### config.mk
export PLATFORM = sky130hd
export DESIGN_NAME = pulse_train
export DESIGN_NICKNAME = d
export VERILOG_FILES = /design/src/rtl/pulse_train_pkg.sv /design/src/rtl/pulse_train_len_counter.sv /design/src/rtl/pulse_train.sv
export SDC_FILE = /design/constraint.sdc
export NUM_CORES = 1
export LEC_CHECK = 0
export ABC_AREA = 1
export CAP_MARGIN = 40
export CORE_MARGIN = 2
export CORE_UTILIZATION = 35
export DETAILED_ROUTE_END_ITERATION = 7
export GPL_TIMING_DRIVEN = 0
export SLEW_MARGIN = 20
export SYNTH_ARGS = -nofsm -noshare
export SYNTH_HDL_FRONTEND = slang
export SYNTH_SLANG_ARGS = --single-unit
### constraint.sdc
create_clock -name clock -period 2 [get_ports clock]
set_input_delay 0.4 -clock clock [delete_from_list [all_inputs] [get_ports clock]]
set_output_delay 0.4 -clock clock [all_outputs]
set_load 0.05 [all_outputs]
### src/rtl/pulse_train_pkg.sv
// Shared definitions for the pulse_train block: FSM state encoding and mode constants.
// Latency: n/a (types and constants only).
// Backpressure: n/a.
package pulse_train_pkg;

    // Sequencer phases; encodings are fixed so software and debug views agree.
    typedef enum logic [1:0] {
        IDLE  = 2'd0,
        DELAY = 2'd1,
        HIGH  = 2'd2,
        LOW   = 2'd3
    } state_e;

    // Sequence modes, latched at start.
    localparam logic ONESHOT    = 1'b0;
    localparam logic CONTINUOUS = 1'b1;

endpackage

### src/rtl/pulse_train_len_counter.sv
// Loadable W-bit down-counter that times one sequencer phase and flags when it reaches zero.
// Latency: load or decrement visible one cycle after the posedge; zero flag is decoded from the register.
// Backpressure: none; decrements only while enabled and saturates at zero, so it never wraps.
module len_counter #(
    parameter int W = 8
) (
    input  logic         clock,
    input  logic         reset,
    input  logic         load,
    input  logic         en,
    input  logic [W-1:0] load_val,
    output logic         zero
);

    logic [W-1:0] cnt_q;
    logic [W-1:0] cnt_d;

    // Next count: load wins over decrement; hold at zero instead of wrapping.
    always_comb begin
        cnt_d = cnt_q;
        if (load) begin
            cnt_d = load_val;
        end else if (en && (cnt_q != '0)) begin
            cnt_d = cnt_q - W'(1);
        end
    end

    // Count register, cleared by reset.
    always_ff @(posedge clock or posedge reset) begin
        if (reset) begin
            cnt_q <= '0;
        end else begin
            cnt_q <= cnt_d;
        end
    end

    assign zero = (cnt_q == '0);

endmodule

### src/rtl/pulse_train.sv
// Pulse-train generator: on a rising edge of on, waits delay cycles then emits high/low pulses (burst or continuous).
// Latency: sequence starts at the posedge that samples the rising edge; all outputs are registered.
// Backpressure: none; rising edges of on while a sequence runs are dropped, never queued.
module pulse_train
    import pulse_train_pkg::*;
#(
    parameter int W = 8
) (
    input  logic         clock,
    input  logic         reset,
    input  logic         on,
    input  logic         mode,
    input  logic [W-1:0] delay,
    input  logic [W-1:0] high_len,
    input  logic [W-1:0] low_len,
    input  logic [W-1:0] count,
    output logic         signal,
    output logic         busy,
    output logic         done
);

    state_e       state_q,  state_d;
    logic         on_dly_q, on_dly_d;     // previous-cycle copy of on, used for edge detection
    logic         mode_q,   mode_d;
    logic [W-1:0] hlen_q,   hlen_d;       // high time minus one (0 means a single cycle)
    logic [W-1:0] llen_q,   llen_d;       // low time minus one
    logic [W-1:0] pulses_q, pulses_d;     // pulses still to emit in one-shot mode
    logic         signal_q, signal_d;
    logic         busy_q,   busy_d;
    logic         done_q,   done_d;

    logic         start;
    logic         more;
    logic         ph_load;
    logic         ph_en;
    logic [W-1:0] ph_load_val;
    logic         ph_zero;
    logic [W-1:0] high_m1;
    logic [W-1:0] low_m1;
    logic [W-1:0] count_n;

    // Phase timer: loaded with (length - 1) on entry to a phase, phase ends when it reads zero.
    len_counter #(.W(W)) u_phase_cnt (
        .clock    (clock),
        .reset    (reset),
        .load     (ph_load),
        .en       (ph_en),
        .load_val (ph_load_val),
        .zero     (ph_zero)
    );

    // Normalise live inputs: zero lengths and a zero count behave as one.
    always_comb begin
        high_m1 = (high_len == '0) ? '0 : high_len - W'(1);
        low_m1  = (low_len  == '0) ? '0 : low_len  - W'(1);
        count_n = (count    == '0) ? W'(1) : count;
    end

    // Next-state, latch capture, phase-timer control and registered-output precompute.
    always_comb begin
        state_d     = state_q;
        on_dly_d    = on;
        mode_d      = mode_q;
        hlen_d      = hlen_q;
        llen_d      = llen_q;
        pulses_d    = pulses_q;
        done_d      = 1'b0;
        ph_load     = 1'b0;
        ph_en       = 1'b0;
        ph_load_val = '0;
        start       = on & ~on_dly_q & (state_q == IDLE);
        // Continuous mode follows the live on level; one-shot mode follows the remaining count.
        more        = (mode_q == CONTINUOUS) ? on : (pulses_q != '0);

        case (state_q)
            IDLE: begin
                if (start) begin
                    mode_d   = mode;
                    hlen_d   = high_m1;
                    llen_d   = low_m1;
                    pulses_d = count_n;
                    ph_load  = 1'b1;
                    if (delay != '0) begin
                        state_d     = DELAY;
                        ph_load_val = delay - W'(1);
                    end else begin
                        state_d     = HIGH;
                        ph_load_val = high_m1;
                    end
                end
            end
            DELAY: begin
                if (ph_zero) begin
                    state_d     = HIGH;
                    ph_load     = 1'b1;
                    ph_load_val = hlen_q;
                end else begin
                    ph_en = 1'b1;
                end
            end
            HIGH: begin
                if (ph_zero) begin
                    state_d     = LOW;
                    ph_load     = 1'b1;
                    ph_load_val = llen_q;
                    if (pulses_q != '0) begin
                        pulses_d = pulses_q - W'(1);
                    end
                end else begin
                    ph_en = 1'b1;
                end
            end
            LOW: begin
                if (ph_zero) begin
                    if (more) begin
                        state_d     = HIGH;
                        ph_load     = 1'b1;
                        ph_load_val = hlen_q;
                    end else begin
                        state_d = IDLE;
                        done_d  = 1'b1;
                    end
                end else begin
                    ph_en = 1'b1;
                end
            end
            default: begin
                state_d = IDLE;
            end
        endcase

        // Outputs are registered from the next state so they line up with the state register.
        signal_d = (state_d == HIGH);
        busy_d   = (state_d != IDLE);
    end

    // State, latched configuration and output registers; reset aborts any sequence silently.
    always_ff @(posedge clock or posedge reset) begin
        if (reset) begin
            state_q  <= IDLE;
            on_dly_q <= 1'b0;
            mode_q   <= ONESHOT;
            hlen_q   <= '0;
            llen_q   <= '0;
            pulses_q <= '0;
            signal_q <= 1'b0;
            busy_q   <= 1'b0;
            done_q   <= 1'b0;
        end else begin
            state_q  <= state_d;
            on_dly_q <= on_dly_d;
            mode_q   <= mode_d;
            hlen_q   <= hlen_d;
            llen_q   <= llen_d;
            pulses_q <= pulses_d;
            signal_q <= signal_d;
            busy_q   <= busy_d;
            done_q   <= done_d;
        end
    end

    assign signal = signal_q;
    assign busy   = busy_q;
    assign done   = done_q;

endmodule

# After elaboration in Yosys (flattened, before gate mapping)
# Cells that the tools add are included.
# word_totals
inputBits	36
word_cells	75
mem_bits_ro	0
reg_bits	39
ramBits	0
out_inout_bits	3
latch_bits	0
mem_count	0
# op_classes
shift	0
n_reduce_logical	16
n_mux	34
n_eq_ne	7
div	0
addsub	5
bitwise_logic	3
n_lt_le_gt_ge	0
n_mul	0
# op_table
operator	count
$mux 8	14
$sub 8x1->8 const B	5
$logic_not 8->1	4
$pmux 8 s4	1
$reduce_bool 8->1	3
$pmux 8 s2	1
$mux 2	6
$mux 1	10
$pmux 2 s4	1
$eq 2x2->1 const B	3
$ne 2x2->1 const B	3
$reduce_bool 2->1	3
$reduce_and 4->1	1
$pmux 1 s3	1
$reduce_or 3->1	1
$and 1x1->1	2
$eq 2x1->1 const B	1
$logic_not 2->1	1
$reduce_and 2->1	1
$reduce_or 2->1	1
$logic_and 1x1->1	1
$not 1->1	1

# Longest topological paths before layout
# Gate-level depths: netlist of run 1.
# depth
ltp_word	6
mapped_depth	13
mapped_depth_nobuf	13

# Hierarchy
# From an unflattened synthesis of run 1, not the netlist that was laid out.
# unflattened
hier_cells	443
area_unflattened_um2	3045.4
# by_module_without_submodules
module	n_inst	cells_per_inst	area_per_inst_um2	seq_area_each_um2
pulse_train	1	352	2412.3	775.7
len_counter	1	91	633.1	200.2

# Worst setup path before layout of run 1
# OpenSTA, ideal clock, no wires.
# synth_timing
path_type	flip-flop to flip-flop
from	reg state_q[0]
to	reg pulses_q[1]
period_less_slack_ns	1.592
t_arrival_ns	1.473
t_required_ns	1.881
setup_time_ns	0.119
path_stages_with_launch	11
n_path_buf	1
setup_slack_ns	0.408
cell_sequence	dfrtp_1 -> inv_1 -> ha_1 -> inv_2 -> nor2_2 -> a21oi_1 -> nand2_2 -> clkinv_4 -> buf_12 -> nand2_2 -> o21ai_2
# synth_via
elab_chain_len	4
word_cells_on_any_way	9
cone_classes	eq/ne: 4; mux: 1; bitwise: 1; reduce/logical: 3
# synth_lines
element	line	rtl
start: declaration	pulse_train.sv:22	state_e state_q, state_d;
start signal: assignment	pulse_train.sv:150	state_q <= state_d;
$logic_not 2->1	pulse_train.sv:71, pulse_train.sv:75	
$and 1x1->1	pulse_train.sv:71	start = on & ~on_dly_q & (state_q == IDLE);
$ne 2x2->1 (no source line)	n/a	
$reduce_and 4->1 (no source line)	n/a	
end signal: assignment	pulse_train.sv:155	pulses_q <= pulses_d;
end: declaration	pulse_train.sv:27	logic [W-1:0] pulses_q, pulses_d;
# Several ways; a longest one is shown, not always the timed one.
# A chain may end at the register's enable or synchronous reset.

# Worst setup path after layout of run 1
# layout_timing
from	reg state_q[0]
to	reg busy_q, in the netlist busy
# layout_via
elab_chain_len	5
word_cells_on_any_way	11
cone_classes	eq/ne: 3; mux: 5; bitwise: 1; reduce/logical: 2
# layout_lines
element	line	rtl
$logic_not 2->1	pulse_train.sv:71, pulse_train.sv:75	
$and 1x1->1	pulse_train.sv:71	
$mux 2	pulse_train.sv:77	if (start) begin
$pmux 2 s4 (*)	pulse_train.sv:75	case (state_q)
$reduce_bool 2->1 (*)	pulse_train.sv:134	busy_d = (state_d != IDLE);
net busy_d	pulse_train.sv:29	logic busy_q, busy_d;
end signal: assignment	pulse_train.sv:157	busy_q <= busy_d;
end: declaration	pulse_train.sv:29	
# The timed path passes the listed nets; every way through them passes the cells marked *.

==> results of run 1 <==
-- layout by cell type (no fill, tap or decap), types with 6 or more instances in the layout --
cell type        Yosys  routed
o21ai_0             28      27
nor2_1              42      41
nor3_1               6       6
nand3_1             23      22
nand4_1              7       7
inv_2                5       8
inv_1               53      49
dfrtp_1             39      39
a21oi_1              8       8
ha_1                10       8
clkbuf_8             0       6
nand2_1            130     127
clkdlybuf4s50_1      0      38
nand2_2              8      11
xor2_1              13      13
-- worst max-delay path, delay by kind of cell (launching register included) --
family | cells | cell delay, ns
fa+ha+maj | 1 | 0.25
simple gates | 2 | 0.33
compound gates | 1 | 0.26
flops | 1 | 0.44
buf+inv | 3 | 0.43
-- where the power goes --
| part | total (mW) | internal (mW) | switching (mW) | leakage, nW |
|---|---|---|---|---|
| combinational | 2.49 | 0.936 | 1.55 | 1.19 |
| clock | 0.708 | 0.411 | 0.297 | 0.0618 |
| sequential | 1.39 | 1.15 | 0.238 | 0.488 |
| total | 4.58 | 2.50 | 2.09 | 1.74 |
-- timing repair --
item,4_1_cts,5_1_grt
pin swaps,0,2
gates resized for setup,2,13
setup endpoints to repair,5,17
setup buffers,0,3
-- area by class of cell --
cell class,instances,area (sq um)
fillers,814,4240
multi-input cells,313,1650
flip-flops and latches,39,976
repair buffers,42,423
inverters,60,236
well taps,102,128
clock buffers,6,82.6
clock inverters,2,38.8
plain buffers,5,35.0
-- worst max-delay path by stage --
stage	slack [ns]	start	to
global placement	-0.34	delay[0]	u_phase_cnt.cnt_q[1]$_DFFE_PP0P_
detailed placement	-0.35	delay[0]	u_phase_cnt.cnt_q[1]$_DFFE_PP0P_
finish	0.16	state_q[0]$_DFF_PP0_	busy$_DFF_PP0_
floorplan	0.41	state_q[0]$_DFF_PP0_	pulses_q[1]$_DFFE_PP0P_
global route	-0.04	pulses_q[0]$_DFFE_PP0P_	u_phase_cnt.cnt_q[1]$_DFFE_PP0P_
CTS	-0.03	low_len[0]	llen_q[1]$_DFFE_PP0P_
-- through the flow --
step | hold WS [ns] | area [sq um]
6_report | 0.394 | 3560
5_1_grt | 0.426 | 3560
3_5_place_dp | 0.473 | 3380
3_3_place_gp | 0.468 | 3360
4_1_cts | 0.402 | 3510
2_1_floorplan | 0.431 | 2850
-- per-layer routing --
| layer | global-route usage | vias to the layer above |
|---|---|---|
| met5 | 0 | - |
| met4 | 0.0507 | 0 |
| met3 | 0.0233 | 10 |
| met2 | 0.283 | 41 |
| met1 | 0.204 | 1185 |
| li1 | - | 1416 |
-- state kept, by name, summed over array words and instances, names as in the netlist --
| register | flops |
|---|---|
| llen_q | 8 |
| hlen_q | 8 |
| busy | 1 |
| mode_q | 1 |
| u_phase_cnt.cnt_q | 8 |
| pulses_q | 8 |
| signal | 1 |
| state_q | 2 |
| done | 1 |
| on_dly_q | 1 |
-- cells by family after synthesis --
kind of cell	Yosys count	share of synthesized area
buffers and inverters	65	0.0938
adder cells (fa/ha/maj)	10	0.0438
AND/OR/NAND/NOR	230	0.354
AO/OA/AOI/OAI	54	0.107
flip-flops	39	0.342
multiplexers	1	0.00351
XOR/XNOR	18	0.0552
==> run summary, run 1 <==
Max cap viols - 0
DR vias - 2652
Hold buffer count at CTS - 0
PwrDens - 1290 nW/um^2
Mapped Area - 2850 sq um
Met2 wire length - 3170 microns
Worst-margin pin slew - 0.513 ns
Crit path max fanout - 7
Largest cells by area after synthesis - dfrtp_1, nand2_1, inv_1
FF-to-FF Start - state_q[0]$_DFF_PP0_
PortBufs - 38
Die area - 8890 sq um
# nets final - 512
Slew headroom - 0.656
Fin crit share - 0.922
Tot Pwr - 4.58 mW
Final setup vio count - 0
First-pass GRT wire length - 11600 microns
YS warnings - 0
Worst setup SP type - flop
Post-Synthesis Net Count - 463
Layout cells sized above 1 - 0.120
Worst Hold Class - in -> async
Ys async rst share - 1.00
Max Clock Skew - 0.0131 ns
Sequential element share of the synthesized area - 0.342
Synthesized flop and latch total - 39
Largest net degree at the start of global routing - 24
TritonRoute pass-1 iters - 4
Initial core utilization - 0.366
Rows - 32
Area delta synth->final - 24.9%
Post-DRT Antenna Nets - 0
HPWL Detailed - 5180 microns
CP peak stage delay - 0.44 ns
Synth area leader - dfrtp_1
Core area - 7810 sq um
Yosys cell types - 35
# DRC - 0
Max Fclk - 542 MHz
Clock sinks - 39
Vias per inst - 4.66
Avg Inst Size Synth - 6.84 sq um
Overflow after GRT - 0
Vias in the first global route - 2639
Outcome - complete, no violations
Leakage - 1.74 nW
CTS tree - built
RD Place Congestion - 0.842
Worst-path clk slew - 0.09 ns
Count leader, synth - nand2_1
Final hold vios - 0
Critical path endpoint category - flop
Worst r2r path cells - 7
Reg-to-reg setup timing slack - 0.16 ns
I/O pin cnt - 39
Inst Count DP - 558
Number of flops mapped to enable cells by yosys - 0
Wl on met1 - 3120 microns
Crit path time final - 1.84 ns
Final core utilization - 0.457
Max clock buf depth - 2
Initial antenna violation count - 0
Reg2reg end - busy$_DFF_PP0_
Starting DRT DRC Count - 62
Setup ws final - 0.157 ns
Worst skew pair latency - 0.30 ns
Final WL - 6580 microns
TritonCTS Buffers - 5
Final max-slew violation count - 0
RSZ-0062 raised after global routing - true
DR top layer - met4
ANT cells - 0
Die height - 94.3 microns
Root buf cell - clkbuf_8
Setup TNS - 0 ns
Main synth FF type - dfrtp_1
Total Routing Usage GR - 0.161
CP cell instances - inv_1, ha_2, nand2_2, clkinvlp_4, buf_4, a22oi_1, nand4_1
Gate Count Post-Synth - 417
WL met3 - 177 microns
Maximum VDD drop - 401 uV
Synth cell count leaders - nand2_1, inv_1, nor2_1
Setup WS pre-CTS - -0.354 ns
WL per Instance - 11.6 microns
H-tree levels - 2
Fin cells - 569
CP Data Required Time - 2.16 ns
CP arrival - 2.00 ns
Die width - 94.3 microns
Slowest stage cell, crit path - dfrtp_1
Setup CP Type - reg -> reg
Share of the synthesized area in the top cell type - 0.342
Note: power is estimated with default switching activity, not from simulation.
==> run 2, diff against run 1 <==
- CAP_MARGIN: 40 -> 30
==> run 2 against run 1 <==
Sequential share of layout area unchanged. Routed wire length unchanged. Global-route usage unchanged. Critical path depth unchanged. Sequential power about the same. Register-to-register slack about the same. Setup slack unchanged. Largest cell class unchanged. Largest power group unchanged.
==> run summary, run 2 (synthesis gave the netlist of run 1 again) <==
Outcome - complete, no violations (unchanged)
Worst Hold Class - in -> async (unchanged)
Largest net degree at the start of global routing - 24 (unchanged)
Placed cell area - 3380 sq um (unchanged)
Vias in the first global route - 2639 (unchanged)
Slowest stage cell, crit path - dfrtp_1 (unchanged)
Vias per inst - 4.66 (unchanged)
TritonCTS Buffers - 5 (unchanged)
Final max-slew violation count - 0 (unchanged)
H-tree levels - 2 (unchanged)
Fin cells - 569 (unchanged)
Final WL - 6580 microns (unchanged)
Maximum VDD drop - 401 uV (unchanged)
RD Place Congestion - 0.842 (unchanged)
P_sw - 2.09 mW (unchanged)
Rows - 32 (unchanged)
CTS tree - built (unchanged)
Setup ws final - 0.157 ns (unchanged)
Slew headroom - 0.656 (unchanged)
Hold buffer count at CTS - 0 (unchanged)
Core area - 7810 sq um (unchanged)
FF-to-FF Start - state_q[0]$_DFF_PP0_ (unchanged)
Reg-to-reg setup timing slack - 0.16 ns (about the same)
Setup WS pre-CTS - -0.354 ns (unchanged)
# nets final - 512 (unchanged)
Initial core utilization - 0.366 (unchanged)
Root buf cell - clkbuf_8 (unchanged)
Internal power - 2.50 mW (unchanged)
I/O pin cnt - 39 (unchanged)
TritonRoute pass-1 iters - 4 (unchanged)
Fillers - 814 (unchanged)
# DRC - 0 (unchanged)
Setup CP Type - reg -> reg (unchanged)
Die height - 94.3 microns (unchanged)
Critical path endpoint category - flop (unchanged)
Leakage - 1.74 nW (unchanged)
Worst skew pair latency - 0.30 ns (about the same)
DR vias - 2652 (unchanged)
Clock sinks - 39 (unchanged)
Max Fclk - 542 MHz (unchanged)
Sw Share - 0.455 (unchanged)
Crit path time final - 1.84 ns (unchanged)
CP cell instances - inv_1, ha_2, nand2_2, clkinvlp_4, buf_4, a22oi_1, nand4_1 (unchanged)
Starting DRT DRC Count - 62 (unchanged)
Setup TNS - 0 ns (unchanged)
Worst path bufs/invs - 3 (unchanged)
Worst r2r path cells - 7 (unchanged)
Most frequent cells in the layout - nand2_1, inv_1, nor2_1 (unchanged)
WL per Instance - 11.6 microns (unchanged)
PortBufs - 38 (unchanged)
Worst setup SP type - flop (unchanged)
CP arrival - 2.00 ns (about the same)
Layout cells sized above 1 - 0.120 (unchanged)
ANT cells - 0 (unchanged)
Reg2reg end - busy$_DFF_PP0_ (unchanged)
PwrDens - 1290 nW/um^2 (unchanged)
Worst-margin pin slew - 0.513 ns (unchanged)
Clk pwr share - 0.154 (about the same)
First-pass GRT wire length - 11600 microns (unchanged)
Max Clock Skew - 0.0131 ns (unchanged)
CP peak stage delay - 0.44 ns (about the same)
Die area - 8890 sq um (unchanged)
Total Routing Usage GR - 0.161 (unchanged)
Max clock buf depth - 2 (unchanged)
Commonest non-fill, non-tap cell in the layout - nand2_1 (unchanged)
Post-DRT Antenna Nets - 0 (unchanged)
Seq pwr share - 0.303 (about the same)
Fin crit share - 0.922 (unchanged)
Final setup vio count - 0 (unchanged)
Comb pwr share - 0.542 (about the same)
Final core utilization - 0.457 (unchanged)
HPWL Detailed - 5180 microns (unchanged)
Crit path max fanout - 7 (unchanged)
RSZ-0062 raised after global routing - true (unchanged)
Die width - 94.3 microns (unchanged)
Area delta synth->final - 24.9% (unchanged)
Final hold vios - 0 (unchanged)
Final Instance Area - 3560 sq um (unchanged)
Crit-path leading delay family - flip-flops (unchanged)
Worst-path clk slew - 0.09 ns (about the same)
Initial antenna violation count - 0 (unchanged)
Inst Count DP - 558 (unchanged)
CP Data Required Time - 2.16 ns (about the same)
Overflow after GRT - 0 (unchanged)
Max cap viols - 0 (unchanged)
## run 2: cell counts in the layout (fill, tap and decap cells not counted)
Identical to the previous run, type by type.
## run 2: layout make-up
class                   count  area, sq um  share of cell area
inverters                  60          236              0.0663
repair buffers             42          423               0.119
well taps                 102          128              0.0358
clock buffers               6         82.6              0.0232
multi-input cells         313         1650               0.462
plain buffers               5         35.0             0.00983
clock inverters             2         38.8              0.0109
flip-flops and latches     39          976               0.274
## run 2: how the worst max path moves through the flow
stage	start	end	slack (ns)	cells after the start
after global placement	delay[0]	u_phase_cnt.cnt_q[1]$_DFFE_PP0P_	-0.34	12
after floorplan	state_q[0]$_DFF_PP0_	pulses_q[1]$_DFFE_PP0P_	0.41	10
after global routing	pulses_q[0]$_DFFE_PP0P_	u_phase_cnt.cnt_q[1]$_DFFE_PP0P_	-0.04	13
final	state_q[0]$_DFF_PP0_	busy$_DFF_PP0_	0.16	7
after detailed placement	delay[0]	u_phase_cnt.cnt_q[1]$_DFFE_PP0P_	-0.35	12
after CTS	low_len[0]	llen_q[1]$_DFFE_PP0P_	-0.03	6
## run 2: power groups by stage
stage               sequential, mW  clock (mW)  combinational [mW]
finish                        1.39       0.708                2.49
global route                  1.44       0.757                2.86
CTS                           1.38       0.715                2.45
detailed placement            1.39           0                2.43
global placement              1.39           0                2.39
floorplan                     1.39           0                1.87
## run 2: stage by stage
stage	total power [mW]	hold slack [ns]
after global routing	5.05	0.426
after CTS	4.55	0.402
after global placement	3.78	0.468
after detailed placement	3.82	0.473
final	4.58	0.394
after floorplan	3.26	0.431
## run 2: layer usage
metal,global-route usage,share of wire,vias to the layer above
met1,0.204,0.47,1185
li1,-,-,1416
met2,0.283,0.48,41
met4,0.0507,0.017,0
met5,0,0,-
met3,0.0233,0.027,10
## run 2: repair_timing
item | 4_1_cts | 5_1_grt
endpoints found under the hold margin | 0 | 0
buffers inserted | 0 | 3
endpoints found under the setup margin | 5 | 17
resized for setup | 2 | 13
pin swaps | 0 | 2
==> run 3, diff against run 2 <==
- SKIP_LAST_GASP: default -> 1
==> run 3 against run 2 <==
Clock power is essentially flat. Worst hold slack is essentially flat. Highest routed layer unchanged. Global-route usage is essentially flat. Critical path depth grew 6. Utilization grew 0.064 points. Flip-flop and latch count is the same. Sequential power is essentially flat. Clock-buffer cell count is the same. Clock skew is essentially flat.
==> run summary, run 3 (synthesis gave the netlist of run 1 again) <==
ANT cells - 0 (unchanged)
CP arrival - 2.04 ns (was 2.00 ns)
Final WL - 6580 microns (about the same)
Worst-path clk slew - 0.09 ns (about the same)
Die width - 94.3 microns (unchanged)
Worst skew pair latency - 0.30 ns (about the same)
RSZ-0062 raised after global routing - true (unchanged)
Core area - 7810 sq um (unchanged)
Clock sinks - 39 (unchanged)
Slew headroom - 0.656 (unchanged)
Max clock buf depth - 2 (unchanged)
Overflow after GRT - 0 (unchanged)
PwrDens - 1290 nW/um^2 (about the same)
Root buf cell - clkbuf_8 (unchanged)
Die height - 94.3 microns (unchanged)
Maximum VDD drop - 401 uV (about the same)
Commonest non-fill, non-tap cell in the layout - nand2_1 (unchanged)
Final setup vio count - 0 (unchanged)
HPWL Detailed - 5180 microns (unchanged)
Die area - 8890 sq um (unchanged)
Hold Slack - 0.394 ns (about the same)
I/O pin cnt - 39 (unchanged)
CP Data Required Time - 2.18 ns (was 2.16 ns)
Setup CP Type - reg -> reg (unchanged)
Max Fclk - 539 MHz (was 542 MHz)
Fillers - 813 (was 814)
Fin crit share - 0.928 (was 0.922)
Max cap viols - 0 (unchanged)
P_sw - 2.09 mW (about the same)
Fin cells - 569 (unchanged)
Final Instance Area - 3570 sq um (was 3560 sq um)
CP peak stage delay - 0.39 ns (was 0.44 ns)
TritonCTS Buffers - 5 (unchanged)
Total Routing Usage GR - 0.161 (about the same)
Area delta synth->final - 25.1% (was 24.9%)
Rows - 32 (unchanged)
Initial core utilization - 0.366 (unchanged)
Vias in the first global route - 2639 (unchanged)
Final hold vios - 0 (unchanged)
Placed cell area - 3380 sq um (unchanged)
Critical path endpoint category - flop (unchanged)
DR vias - 2653 (was 2652)
Slowest stage cell, crit path - dfrtp_1 (unchanged)
H-tree levels - 2 (unchanged)
WL per Instance - 11.6 microns (about the same)
Outcome - complete, no violations (unchanged)
Clk pwr share - 0.154 (about the same)
Vias per inst - 4.66 (about the same)
Final core utilization - 0.457 (about the same)
Critical Path Most Common Cell - nand2_1
Most frequent cells in the layout - nand2_1, inv_1, nor2_1 (unchanged)
Sw Share - 0.455 (about the same)
Seq pwr share - 0.303 (about the same)
Final max-slew violation count - 0 (unchanged)
PortBufs - 38 (unchanged)
Max Clock Skew - 0.0130 ns (was 0.0131 ns)
Worst Hold Class - in -> async (unchanged)
Initial antenna violation count - 0 (unchanged)
Tot Pwr - 4.60 mW (was 4.58 mW)
RD Place Congestion - 0.842 (unchanged)
Leakage - 1.74 nW (about the same)
# DRC - 0 (unchanged)
Comb pwr share - 0.543 (was 0.542)
Worst-margin pin slew - 0.513 ns (unchanged)
Starting DRT DRC Count - 63 (was 62)
Layout cells sized above 1 - 0.120 (unchanged)
Internal power - 2.50 mW (about the same)
Crit path max fanout - 8 (was 7)
Post-DRT Antenna Nets - 0 (unchanged)
Inst Count DP - 558 (unchanged)
First-pass GRT wire length - 11600 microns (about the same)
TritonRoute pass-1 iters - 4 (unchanged)
CP cell instances - inv_2, ha_2, nand2_1, nor2_2, nand3_1, nand3_1, nand2_2, nand2_1, nand2_1, nand2_1, nand2_1, nand2_1, nand2_1 (was inv_1, ha_2, nand2_2, clkinvlp_4, buf_4, a22oi_1, nand4_1)
# nets final - 512 (unchanged)
Largest net degree at the start of global routing - 24 (unchanged)
Crit path time final - 1.86 ns (was 1.84 ns)
Worst setup SP type - flop (unchanged)
CTS tree - built (unchanged)
run 3: cell count changes in the layout (fill, tap and decap cells not counted):
cell      delta
buf_1        -1
nand2_4      +1
nand2_2      -1
clkbuf_1     +1
o21ai_1      +1
o21ai_0      -1
run 3: final timing paths:
path / start / to / slack [ns] / cells after the start
worst max-delay path: pulses_q[0]$_DFFE_PP0P_ / u_phase_cnt.cnt_q[1]$_DFFE_PP0P_ / 0.14 / 13
worst min-delay path: reset / llen_q[3]$_DFFE_PP0P_ / 0.39 / 2
worst max register to register: pulses_q[0]$_DFFE_PP0P_ / u_phase_cnt.cnt_q[1]$_DFFE_PP0P_ / 0.14 / 13
worst min register to register: hlen_q[5]$_DFFE_PP0P_ / hlen_q[5]$_DFFE_PP0P_ / 0.49 / 2
max in group asynchronous: reset / u_phase_cnt.cnt_q[1]$_DFFE_PP0P_ / 1.14 / 3
min in group clock: hlen_q[5]$_DFFE_PP0P_ / hlen_q[5]$_DFFE_PP0P_ / 0.49 / 2
run 3: final cells by class:
class	count	area, sq um	share of cell area
buffer	5	35.0	0.00981
clock inverter	2	38.8	0.0109
multi-input combinational	313	1650	0.462
tap	102	128	0.0358
inverter	60	236	0.0662
sequential	39	976	0.273
clock buffer	6	82.6	0.0231
timing repair buffer	42	423	0.118
run 3: through the flow:
step,setup WS [ns],setup TNS [ns]
2_1_floorplan,0.408,0
3_3_place_gp,-0.343,-14.32
3_5_place_dp,-0.354,-5.30
4_1_cts,-0.0252,-0.0401
5_1_grt,-0.0592,-0.159
6_report,0.144,0
run 3: metal layers:
metal	wire length, microns	GRT usage	vias to the layer above
met5	0	0	-
met4	115	0.0507	0
met3	177	0.0233	10
met2	3170	0.282	41
met1	3120	0.204	1186
li1	-	-	1416
run 3: worst max-delay path, delay by kind of cell, from the launching register on:
family	cells	cell delay, ns
and+or+nand+nor	11	1.07
DFF	1	0.39
adders and majority gates	1	0.20
buffers and inverters	1	0.10
run 3: repair_timing:
item / CTS / global route
hold buffers: 0 / 0
setup endpoints to repair: 5 / 17
gates cloned: 0 / 0
pin swaps: 0 / 3
setup buffers: 0 / 3
resized for setup: 1 / 15
run 3: power groups by stage:
stage | combinational [mW] | sequential (mW) | clock [mW]
2_1_floorplan | 1.87 | 1.39 | 0
3_3_place_gp | 2.39 | 1.39 | 0
3_5_place_dp | 2.43 | 1.39 | 0
4_1_cts | 2.45 | 1.38 | 0.715
5_1_grt | 2.87 | 1.44 | 0.757
6_report | 2.50 | 1.39 | 0.708
